==> src/rtl/jtkunio_pkg.sv <==
// Shared constants for the kunio graphics ROM arbiter: FSM states,
// requester indices and the round-robin helpers.
package jtkunio_pkg;

   localparam int SDRAM_AW = 22;
   localparam int DW       = 32;

   localparam logic [1:0] IDLE      = 2'd0;
   localparam logic [1:0] WAIT_ACK  = 2'd1;
   localparam logic [1:0] WAIT_DATA = 2'd2;

   localparam logic [1:0] CHAR = 2'd0;
   localparam logic [1:0] SCR  = 2'd1;
   localparam logic [1:0] OBJ  = 2'd2;

   function automatic logic [1:0] next_req(input logic [1:0] r);
      case (r)
         CHAR:    return SCR;
         SCR:     return OBJ;
         default: return CHAR;
      endcase
   endfunction

   // First missing requester found when walking CHAR,SCR,OBJ from start.
   function automatic logic [1:0] rr_pick(input logic [2:0] miss, input logic [1:0] start);
      logic [1:0] idx;
      logic [1:0] pick;
      logic       got;
      idx  = start;
      pick = start;
      got  = 1'b0;
      for (int k = 0; k < 3; k++) begin
         if (!got && miss[idx]) begin
            pick = idx;
            got  = 1'b1;
         end
         idx = next_req(idx);
      end
      return pick;
   endfunction

endpackage

==> src/rtl/jtkunio_arb_slot.sv <==
// One-word ROM cache slot: tag, valid and data registers plus the
// combinational hit compare against the requester's current address.
module jtkunio_arb_slot
   import jtkunio_pkg::*;
#(
   parameter int AW = 14
) (
   input  logic          clk,
   input  logic          rst_n,
   input  logic          cs,
   input  logic [AW-1:0] addr,
   input  logic          wr,
   input  logic [AW-1:0] wr_tag,
   input  logic [DW-1:0] wr_data,
   output logic [DW-1:0] data,
   output logic          ok
);

   logic [AW-1:0] tag;
   logic          valid;
   logic [DW-1:0] data_r;

   always_ff @(posedge clk or negedge rst_n) begin
      if (!rst_n) begin
         tag    <= '0;
         valid  <= 1'b0;
         data_r <= '0;
      end else if (wr) begin
         tag    <= wr_tag;
         valid  <= 1'b1;
         data_r <= wr_data;
      end
   end

   assign ok   = cs & valid & (addr == tag);
   assign data = data_r;

endmodule

==> src/rtl/jtkunio_gfx_arb.sv <==
// Round-robin arbiter sharing one SDRAM read port between the char,
// scroll and object ROM fetchers, each backed by a one-word slot.
module jtkunio_gfx_arb
   import jtkunio_pkg::*;
#(
   parameter logic [SDRAM_AW-1:0] CHAR_OFFSET = 22'h00000,
   parameter logic [SDRAM_AW-1:0] SCR_OFFSET  = 22'h08000,
   parameter logic [SDRAM_AW-1:0] OBJ_OFFSET  = 22'h28000
) (
   input  logic                clk,
   input  logic                rst_n,
   input  logic                char_cs,
   input  logic [13:0]         char_addr,
   output logic [DW-1:0]       char_data,
   output logic                char_ok,
   input  logic                scr_cs,
   input  logic [16:0]         scr_addr,
   output logic [DW-1:0]       scr_data,
   output logic                scr_ok,
   input  logic                obj_cs,
   input  logic [17:0]         obj_addr,
   output logic [DW-1:0]       obj_data,
   output logic                obj_ok,
   output logic                sdram_req,
   output logic [SDRAM_AW-1:0] sdram_addr,
   input  logic                sdram_ack,
   input  logic                sdram_rdy,
   input  logic [DW-1:0]       sdram_din
);

   logic [1:0]          state;
   logic [1:0]          grant;
   logic [1:0]          rr;
   logic [17:0]         ctag;
   logic [2:0]          miss;
   logic [1:0]          pick;
   logic [SDRAM_AW-1:0] req_addr;
   logic [17:0]         req_tag;
   logic                fill;

   assign miss = {obj_cs & ~obj_ok, scr_cs & ~scr_ok, char_cs & ~char_ok};
   assign pick = rr_pick(miss, rr);

   always_comb begin
      req_addr = OBJ_OFFSET + {4'd0, obj_addr};
      req_tag  = obj_addr;
      case (pick)
         CHAR: begin
            req_addr = CHAR_OFFSET + {8'd0, char_addr};
            req_tag  = {4'd0, char_addr};
         end
         SCR: begin
            req_addr = SCR_OFFSET + {5'd0, scr_addr};
            req_tag  = {1'b0, scr_addr};
         end
         default: ;
      endcase
   end

   // Data lands either in WAIT_DATA or together with the ack in WAIT_ACK;
   // a rdy pulse in any other situation has no request behind it.
   assign fill = sdram_rdy & ((state == WAIT_DATA) | ((state == WAIT_ACK) & sdram_ack));

   always_ff @(posedge clk or negedge rst_n) begin
      if (!rst_n) begin
         state      <= IDLE;
         sdram_req  <= 1'b0;
         sdram_addr <= '0;
         grant      <= CHAR;
         rr         <= CHAR;
         ctag       <= '0;
      end else begin
         case (state)
            IDLE: begin
               if (|miss) begin
                  grant      <= pick;
                  sdram_req  <= 1'b1;
                  sdram_addr <= req_addr;
                  ctag       <= req_tag;
                  state      <= WAIT_ACK;
               end
            end
            WAIT_ACK: begin
               if (sdram_ack) begin
                  sdram_req <= 1'b0;
                  if (sdram_rdy) begin
                     rr    <= next_req(grant);
                     state <= IDLE;
                  end else begin
                     state <= WAIT_DATA;
                  end
               end
            end
            WAIT_DATA: begin
               if (sdram_rdy) begin
                  rr    <= next_req(grant);
                  state <= IDLE;
               end
            end
            default: state <= IDLE;
         endcase
      end
   end

   jtkunio_arb_slot #(.AW(14)) u_char (
      .clk     (clk),
      .rst_n   (rst_n),
      .cs      (char_cs),
      .addr    (char_addr),
      .wr      (fill && (grant == CHAR)),
      .wr_tag  (ctag[13:0]),
      .wr_data (sdram_din),
      .data    (char_data),
      .ok      (char_ok)
   );

   jtkunio_arb_slot #(.AW(17)) u_scr (
      .clk     (clk),
      .rst_n   (rst_n),
      .cs      (scr_cs),
      .addr    (scr_addr),
      .wr      (fill && (grant == SCR)),
      .wr_tag  (ctag[16:0]),
      .wr_data (sdram_din),
      .data    (scr_data),
      .ok      (scr_ok)
   );

   jtkunio_arb_slot #(.AW(18)) u_obj (
      .clk     (clk),
      .rst_n   (rst_n),
      .cs      (obj_cs),
      .addr    (obj_addr),
      .wr      (fill && (grant == OBJ)),
      .wr_tag  (ctag),
      .wr_data (sdram_din),
      .data    (obj_data),
      .ok      (obj_ok)
   );

endmodule

==> config.mk <==
export PLATFORM = sky130hd
export DESIGN_NAME = jtkunio_gfx_arb
export DESIGN_NICKNAME = d
export VERILOG_FILES = /design/src/rtl/jtkunio_pkg.sv /design/src/rtl/jtkunio_arb_slot.sv /design/src/rtl/jtkunio_gfx_arb.sv
export SDC_FILE = /design/constraint.sdc
export NUM_CORES = 1
export LEC_CHECK = 0
export CAP_MARGIN = 20
export CORE_ASPECT_RATIO = 0.75
export CORE_UTILIZATION = 40
export DETAILED_ROUTE_END_ITERATION = 7
export PLACE_DENSITY_LB_ADDON = 0.15
export SYNTH_ARGS = -nofsm -noshare
export SYNTH_HDL_FRONTEND = slang
export SYNTH_SLANG_ARGS = --single-unit
export TNS_END_PERCENT = 10
==> constraint.sdc <==
create_clock -name clk -period 2.6 [get_ports clk]
set_input_delay 0.78 -clock clk [delete_from_list [all_inputs] [get_ports clk]]
set_output_delay 0.78 -clock clk [all_outputs]
set_load 0.005 [all_outputs]
; Word-level counts from Yosys, hierarchy flattened
; Index checks and enable logic that the tools add are counted.
; Widths: inputs -> output; s select.
[word_totals]
reg_bits = 195
inputBits = 88
out_inout_bits = 122
wordCells = 93
[classes]
add_sub_neg = 2
order_cmp = 3
eq_ne = 13
n_mux = 26
bitwise = 15
reduce_logical = 19
[op_table]
columns = cell, count
row1 = $pmux 19 s2, 1
row2 = $pmux 18 s2, 1
row3 = $add 18x18->19 const A, 1
row4 = $add 16x17->18 const A, 1
row5 = $eq 18x18->1, 1
row6 = $eq 17x17->1, 1
row7 = $mux 2, 8
row8 = $pmux 2 s2, 4
row9 = $eq 14x14->1, 1
row10 = $and 1x1->1, 11
row11 = $eq 2x1->1 const B, 5
row12 = $logic_not 2->1, 5
row13 = $lt 2x3->1 const B, 3
row14 = $mux 1, 7
row15 = $bmux 1 s2, 3
row16 = $ne 2x2->1 const B, 3
row17 = $pmux 2 s3, 1
row18 = $reduce_and 3->1, 2
row19 = $logic_and 1x1->1, 5
row20 = $eq 2x2->1 const B, 2
row21 = $reduce_and 2->1, 2
row22 = $reduce_bool 2->1, 2
row23 = $not 1->1, 3
row24 = $reduce_or 3->1, 1
row25 = other kinds (3), 4

; Logic depth before layout (Yosys ltp)
[depth]
word_depth = 15
depth_mapped = 10
depth_no_buf = 7

; By module
; From an unflattened synthesis, not the netlist that was laid out.
[hier_totals]
cells_unflattened = 550
area_unflattened_um2 = 7676.1
[by_module_without_submodules]
columns = mod, n_inst, cells_each, area_per_inst_um2
row1 = jtkunio_arb_slot (u_obj), 1, 133, 2080.7
row2 = jtkunio_arb_slot (u_scr), 1, 129, 2030.7
row3 = jtkunio_arb_slot (u_char), 1, 119, 1888.1
row4 = jtkunio_gfx_arb, 1, 169, 1676.6

; Least setup slack after synthesis
; Ideal clock, no wire load.
[synth_timing]
kind = input to register
startpoint = in char_addr[2]
endpoint = reg sdram_addr[17]
setup_time_ps = 126
arrival_time_ps = 3082
required_time_ps = 2474
path_slack_ps = -608
stages = 8
path_buffers = 1
cell_sequence = xor2_1 -> or4_1 -> or4_4 -> and2_1 -> buf_6 -> o31ai_4 -> a21oi_2 -> a221o_1
[synth_via]
elab_chain_len = 15
elab_cells_between_ends = 23
[synth_lines]
columns = element, line_no
row1 = "start, declared", jtkunio_gfx_arb.sv:13  ; input logic [13:0] char_addr,
row2 = $eq 14x14->1 *, jtkunio_arb_slot.sv:35  ; assign ok = cs & valid & (addr == tag);
row3 = $and 1x1->1 *, jtkunio_arb_slot.sv:35
row4 = $not 1->1 *, jtkunio_gfx_arb.sv:41  ; assign miss = {obj_cs & ~obj_ok, scr_cs & ~scr_ok, char_cs & ~char_ok};
row5 = $and 1x1->1 *, jtkunio_gfx_arb.sv:41
row6 = $bmux 1 s2, jtkunio_pkg.sv:33  ; if (!got && miss[idx]) begin
row7 = $mux 1 (implied by the code), jtkunio_pkg.sv:33
row8 = $mux 1, jtkunio_pkg.sv:33
row9 = $logic_not 1->1, jtkunio_pkg.sv:33
row10 = $logic_and 1x1->1, jtkunio_pkg.sv:33
row11 = $mux 1, jtkunio_pkg.sv:33
row12 = $logic_not 1->1, jtkunio_pkg.sv:33
row13 = $logic_and 1x1->1, jtkunio_pkg.sv:33
row14 = $mux 2, jtkunio_pkg.sv:33
row15 = $eq 2x1->1 or $logic_not 2->1 (tied branches), jtkunio_gfx_arb.sv:47  ; case (pick)
row16 = $pmux 19 s2, jtkunio_gfx_arb.sv:47
row17 = "end signal, assigned", jtkunio_gfx_arb.sv:78  ; sdram_addr <= req_addr;
row18 = "end, declared", jtkunio_gfx_arb.sv:25  ; output logic [SDRAM_AW-1:0] sdram_addr,
; Mark *: on every way between the ends. The rest lies on a longest branch, timed or not. The select of a mux whose other input is x is not followed.
; A chain may end at the register's enable or synchronous reset.

; Worst setup path in the final report
[layout_timing]
startpoint = in char_addr[11]
endpoint = reg ctag[9]
[layout_via]
elab_chain_len = 15
elab_cells_between_ends = 23
[layout_lines]
columns = element, line_no
row1 = $eq 14x14->1 *, jtkunio_arb_slot.sv:35
row2 = $and 1x1->1 *, jtkunio_arb_slot.sv:35
row3 = $not 1->1 *, jtkunio_gfx_arb.sv:41
row4 = $and 1x1->1 *, jtkunio_gfx_arb.sv:41
row5 = $bmux 1 s2, jtkunio_pkg.sv:33
row6 = $mux 1 (implied by the code), jtkunio_pkg.sv:33
row7 = $mux 1, jtkunio_pkg.sv:33
row8 = $logic_not 1->1, jtkunio_pkg.sv:33
row9 = $logic_and 1x1->1, jtkunio_pkg.sv:33
row10 = $mux 1, jtkunio_pkg.sv:33
row11 = $logic_not 1->1, jtkunio_pkg.sv:33
row12 = $logic_and 1x1->1, jtkunio_pkg.sv:33
row13 = $mux 2, jtkunio_pkg.sv:33
row14 = $eq 2x1->1 or $logic_not 2->1 (tied branches), jtkunio_gfx_arb.sv:47
row15 = $pmux 18 s2, jtkunio_gfx_arb.sv:47
row16 = "end signal, assigned", jtkunio_gfx_arb.sv:79  ; ctag <= req_tag;
row17 = "end, declared", jtkunio_gfx_arb.sv:34  ; logic [17:0] ctag;
; Marks and branches as above.

==> flow_metrics.tcl <==
set metrics [dict create \
    clockBufferDepth 2 \
    cts-root-buf "clkbuf_16" \
    crit_chain "buf_2, xor2_2, or4_4, or4_4, and2_4, o31a_1, buf_6, o211ai_1, o211ai_1" \
    cts_max_level 4 \
    synth_area_um2 7868 \
    start_kind "input pin" \
    yosysWarnings 0 \
    grt_pass1_vias 6150 \
    setup.worst_path.start "char_addr[11]" \
    yosys.area.top_type "dfrtp_1" \
    synthMuxAreaShare_pct 22.53 \
    cp.arrival_ns 3.17 \
    cts_buffers 17 \
    antenna_cells 0 \
    wl_per_cell_um 19.91 \
    portBuffers 206 \
    timing.final.ws_setup_ns -0.2835 \
    synth_edf_count 0 \
    setup_violations 29 \
    required_ns 2.89 \
    rows 44 \
    powerDensity_nw_per_um2 1140 \
    p_switching_mw 4.244 \
    finalHoldViolCount 0 \
    slowest_delay_ns 0.58 \
    vias 5749 \
    p_int_mw 9.042 \
    power_frac_comb_pct 42.7 \
    tightest_slew_ns 0.7887 \
    rsz0062_at_grt "yes" \
    final_common_cell "dfrtp_1" \
    ant_nets 0 \
    start_util_pct 40.71 \
    synth_top_cell_area_share_pct 56.30 \
    core_area_um2 19320 \
    p_seq_share_pct 37.8 \
    synth_top_family_by_area "multiplexers" \
    grt_max_degree 62 \
    vdd_ir_drop_max_mv 0.6101 \
    grtUsageTotal_pct 22.72 \
    ios 210 \
    period_share_pct 110.9 \
    synth.distinct_cells 47 \
    synthToLayoutAreaGrowth_pct 48.20 \
    fin_tns_setup_ns -5.458 \
    synth_xor_area_share_pct 5.566 \
    ctsHoldBuffers 0 \
    cts_tree "built" \
    synthSimpleGateAreaFrac_pct 5.518 \
    clkPwrFrac_pct 19.5 \
    hold_path.class "in2async" \
    synth_fa_ha_area_share_pct 0.3181 \
    antenna_found_initial 0 \
    synth_ff_type "dfrtp_1" \
    die_x_um 163.9 \
    die_area_um2 20240 \
    p_sw_share_pct 31.94 \
    r2r-start "u_char.tag[9]$_DFFE_PN0P_" \
    path_clk_slew_ns 0.07 \
    place_congestion 0.8790 \
    drive_gt1_share_pct 38.73 \
    status "finished with violations" \
    clock_skew_ns 0.01140 \
    async_flop_share_pct 100.0 \
    path_class "in2reg" \
    slew_headroom_pct 47.22 \
    grt.overflow.total 0 \
    path_max_fanout 8 \
    clk_latency_ns 0.43 \
    layout_common_cells "176 x dfrtp_1, 155 x clkdlybuf4s50_1, 145 x mux2_2" \
    slowest_stage "or4_4" \
    viasPerCell 5.203 \
    drt_first_iter_violations 312 \
    avgSynthCellArea_um2 13.52 \
    worstSetupEndpointType "flip-flop" \
    final-max-slew-violation-count 0 \
    violations "setup timing" \
    layout_min_cycle_time_ns 2.883 \
    first_pass_iters 4 \
    grt_pass1_wl_um 34380 \
    synthCells 582 \
    ys_seq_area_share_pct 56.30 \
    synth_seq_cells 177 \
    dpl.hpwl_um 15500 \
    synth_compound_area_share_pct 6.202 \
    clock_sinks 177 \
    ys_top_cells_by_area "dfrtp_1 56%, mux2_2 21%, xor2_1 4.3%" \
    dpl.cell_count 1063 \
    p_leak_nw 5.086 \
    die_y_um 123.5 \
    drt-total-wl_um 22000 \
    fin_cells 1105 \
    nNetsFinal 930 \
    drv_cap 0 \
    drc_errors 0 \
    max_freq_mhz 346.8 \
]
==> cells in the mapped netlist (all sizes together) (2+ instances only) <==
master	number
o211ai	29
nand2	32
nand4b	2
ha	2
nor4	21
nand2b	2
buf	32
o41ai	2
nor2	5
o21ai	4
a221o	6
a21oi	2
and2	2
mux2	145
mux2i	14
nand3	5
xor2	39
o21a	2
or4	2
o31ai	2
o311ai	6
nand4	4
a32oi	2
xnor2	11
dfrtp	177
inv	4
clkbuf	15
==> power by group through the flow <==
stage	Clock [mW]	Sequential, mW	Combinational (mW)
6_report	2.59	5.02	5.68
5_1_grt	2.76	5.20	6.08
4_1_cts	2.65	5.01	5.57
3_5_place_dp	0	4.98	5.29
3_3_place_gp	0	4.91	5.20
2_1_floorplan	0	4.85	2.43
==> through the flow <==
stage	setup WS [ns]	hold WS, ns	utilization (%)	area [µm²]	total power [mW]
6_report	-0.2835	0.2761	60.34	11660	13.29
5_1_grt	-0.3074	0.2929	60.34	11660	14.05
4_1_cts	-0.2527	0.2769	59.52	11500	13.23
3_5_place_dp	-1.337	0.4575	55.10	10650	10.27
3_3_place_gp	-1.283	0.4491	55.10	10650	10.11
2_1_floorplan	-0.4791	0.4346	-	7901	7.281
==> cell families (layout without fill, tap and decap cells) <==
| kind of cell | Yosys count | count (layout) |
|---|---|---|
| buf+inv | 51 | 318 |
| fa+ha+maj | 2 | 2 |
| mux | 159 | 159 |
| xor+xnor | 50 | 50 |
| compound gates | 60 | 61 |
| other cells | 1 | 3 |
| flops | 177 | 177 |
| simple gates | 82 | 82 |
==> routing by layer <==
layer	GRT usage (%)	routed length (µm)	up-vias
met1	29.14	9354	2938
met4	5.671	255	0
met3	7.950	1756	20
met2	36.78	10630	187
met5	0	0	-
li1	-	-	2604
==> area by class of cell <==
cell class | instances | area [µm²]
Fill cell | 1496 | 7664
Sequential cell | 177 | 4431
Multi-Input combinational cell | 357 | 3580
Timing Repair Buffer | 283 | 2724
Clock buffer | 19 | 442.9
Tap cell | 253 | 316.6
Clock inverter | 12 | 151.4
Inverter | 4 | 15.01
==> worst max-delay path, delay by kind of cell <==
kind,cells,cell delay [ns]
AOI/OAI and AO/OA,3,0.64
xor gates and xnor gates,1,0.15
buffers and inverters,2,0.30
and+or+nand+nor,3,1.30
==> flip-flops by register name (all words and copies together) (netlist names) <==
signal        count
u_char.data      32
u_obj.data       32
u_scr.data       32
ctag             18
u_obj.tag        18
u_scr.tag        17
u_char.tag       14
sdram_addr        4
grant             2
rr                2
state             2
sdram_req         1
u_char.valid      1
u_obj.valid       1
u_scr.valid       1
==> path summary, 6_finish.rpt <==
kind	slack (ns)	cells after the start	endpoint
min reg2reg	0.48	1	u_obj.valid$_DFFE_PN0P_
min in group clk	0.48	1	u_obj.valid$_DFFE_PN0P_
max in group asynchronous	1.61	2	u_obj.data[5]$_DFFE_PN0P_
max reg2reg	-0.26	8	ctag[9]$_DFFE_PN0P_
max	-0.28	9	ctag[9]$_DFFE_PN0P_
min	0.28	1	u_obj.data[0]$_DFFE_PN0P_
==> timing repair <==
action	4_1_cts	5_1_grt
pin swaps	42	25
endpoints found under the setup margin	29	29
setup buffers	5	5
gates resized for setup	158	29
gates cloned	1	0
Power figures use the tool's default switching activity.
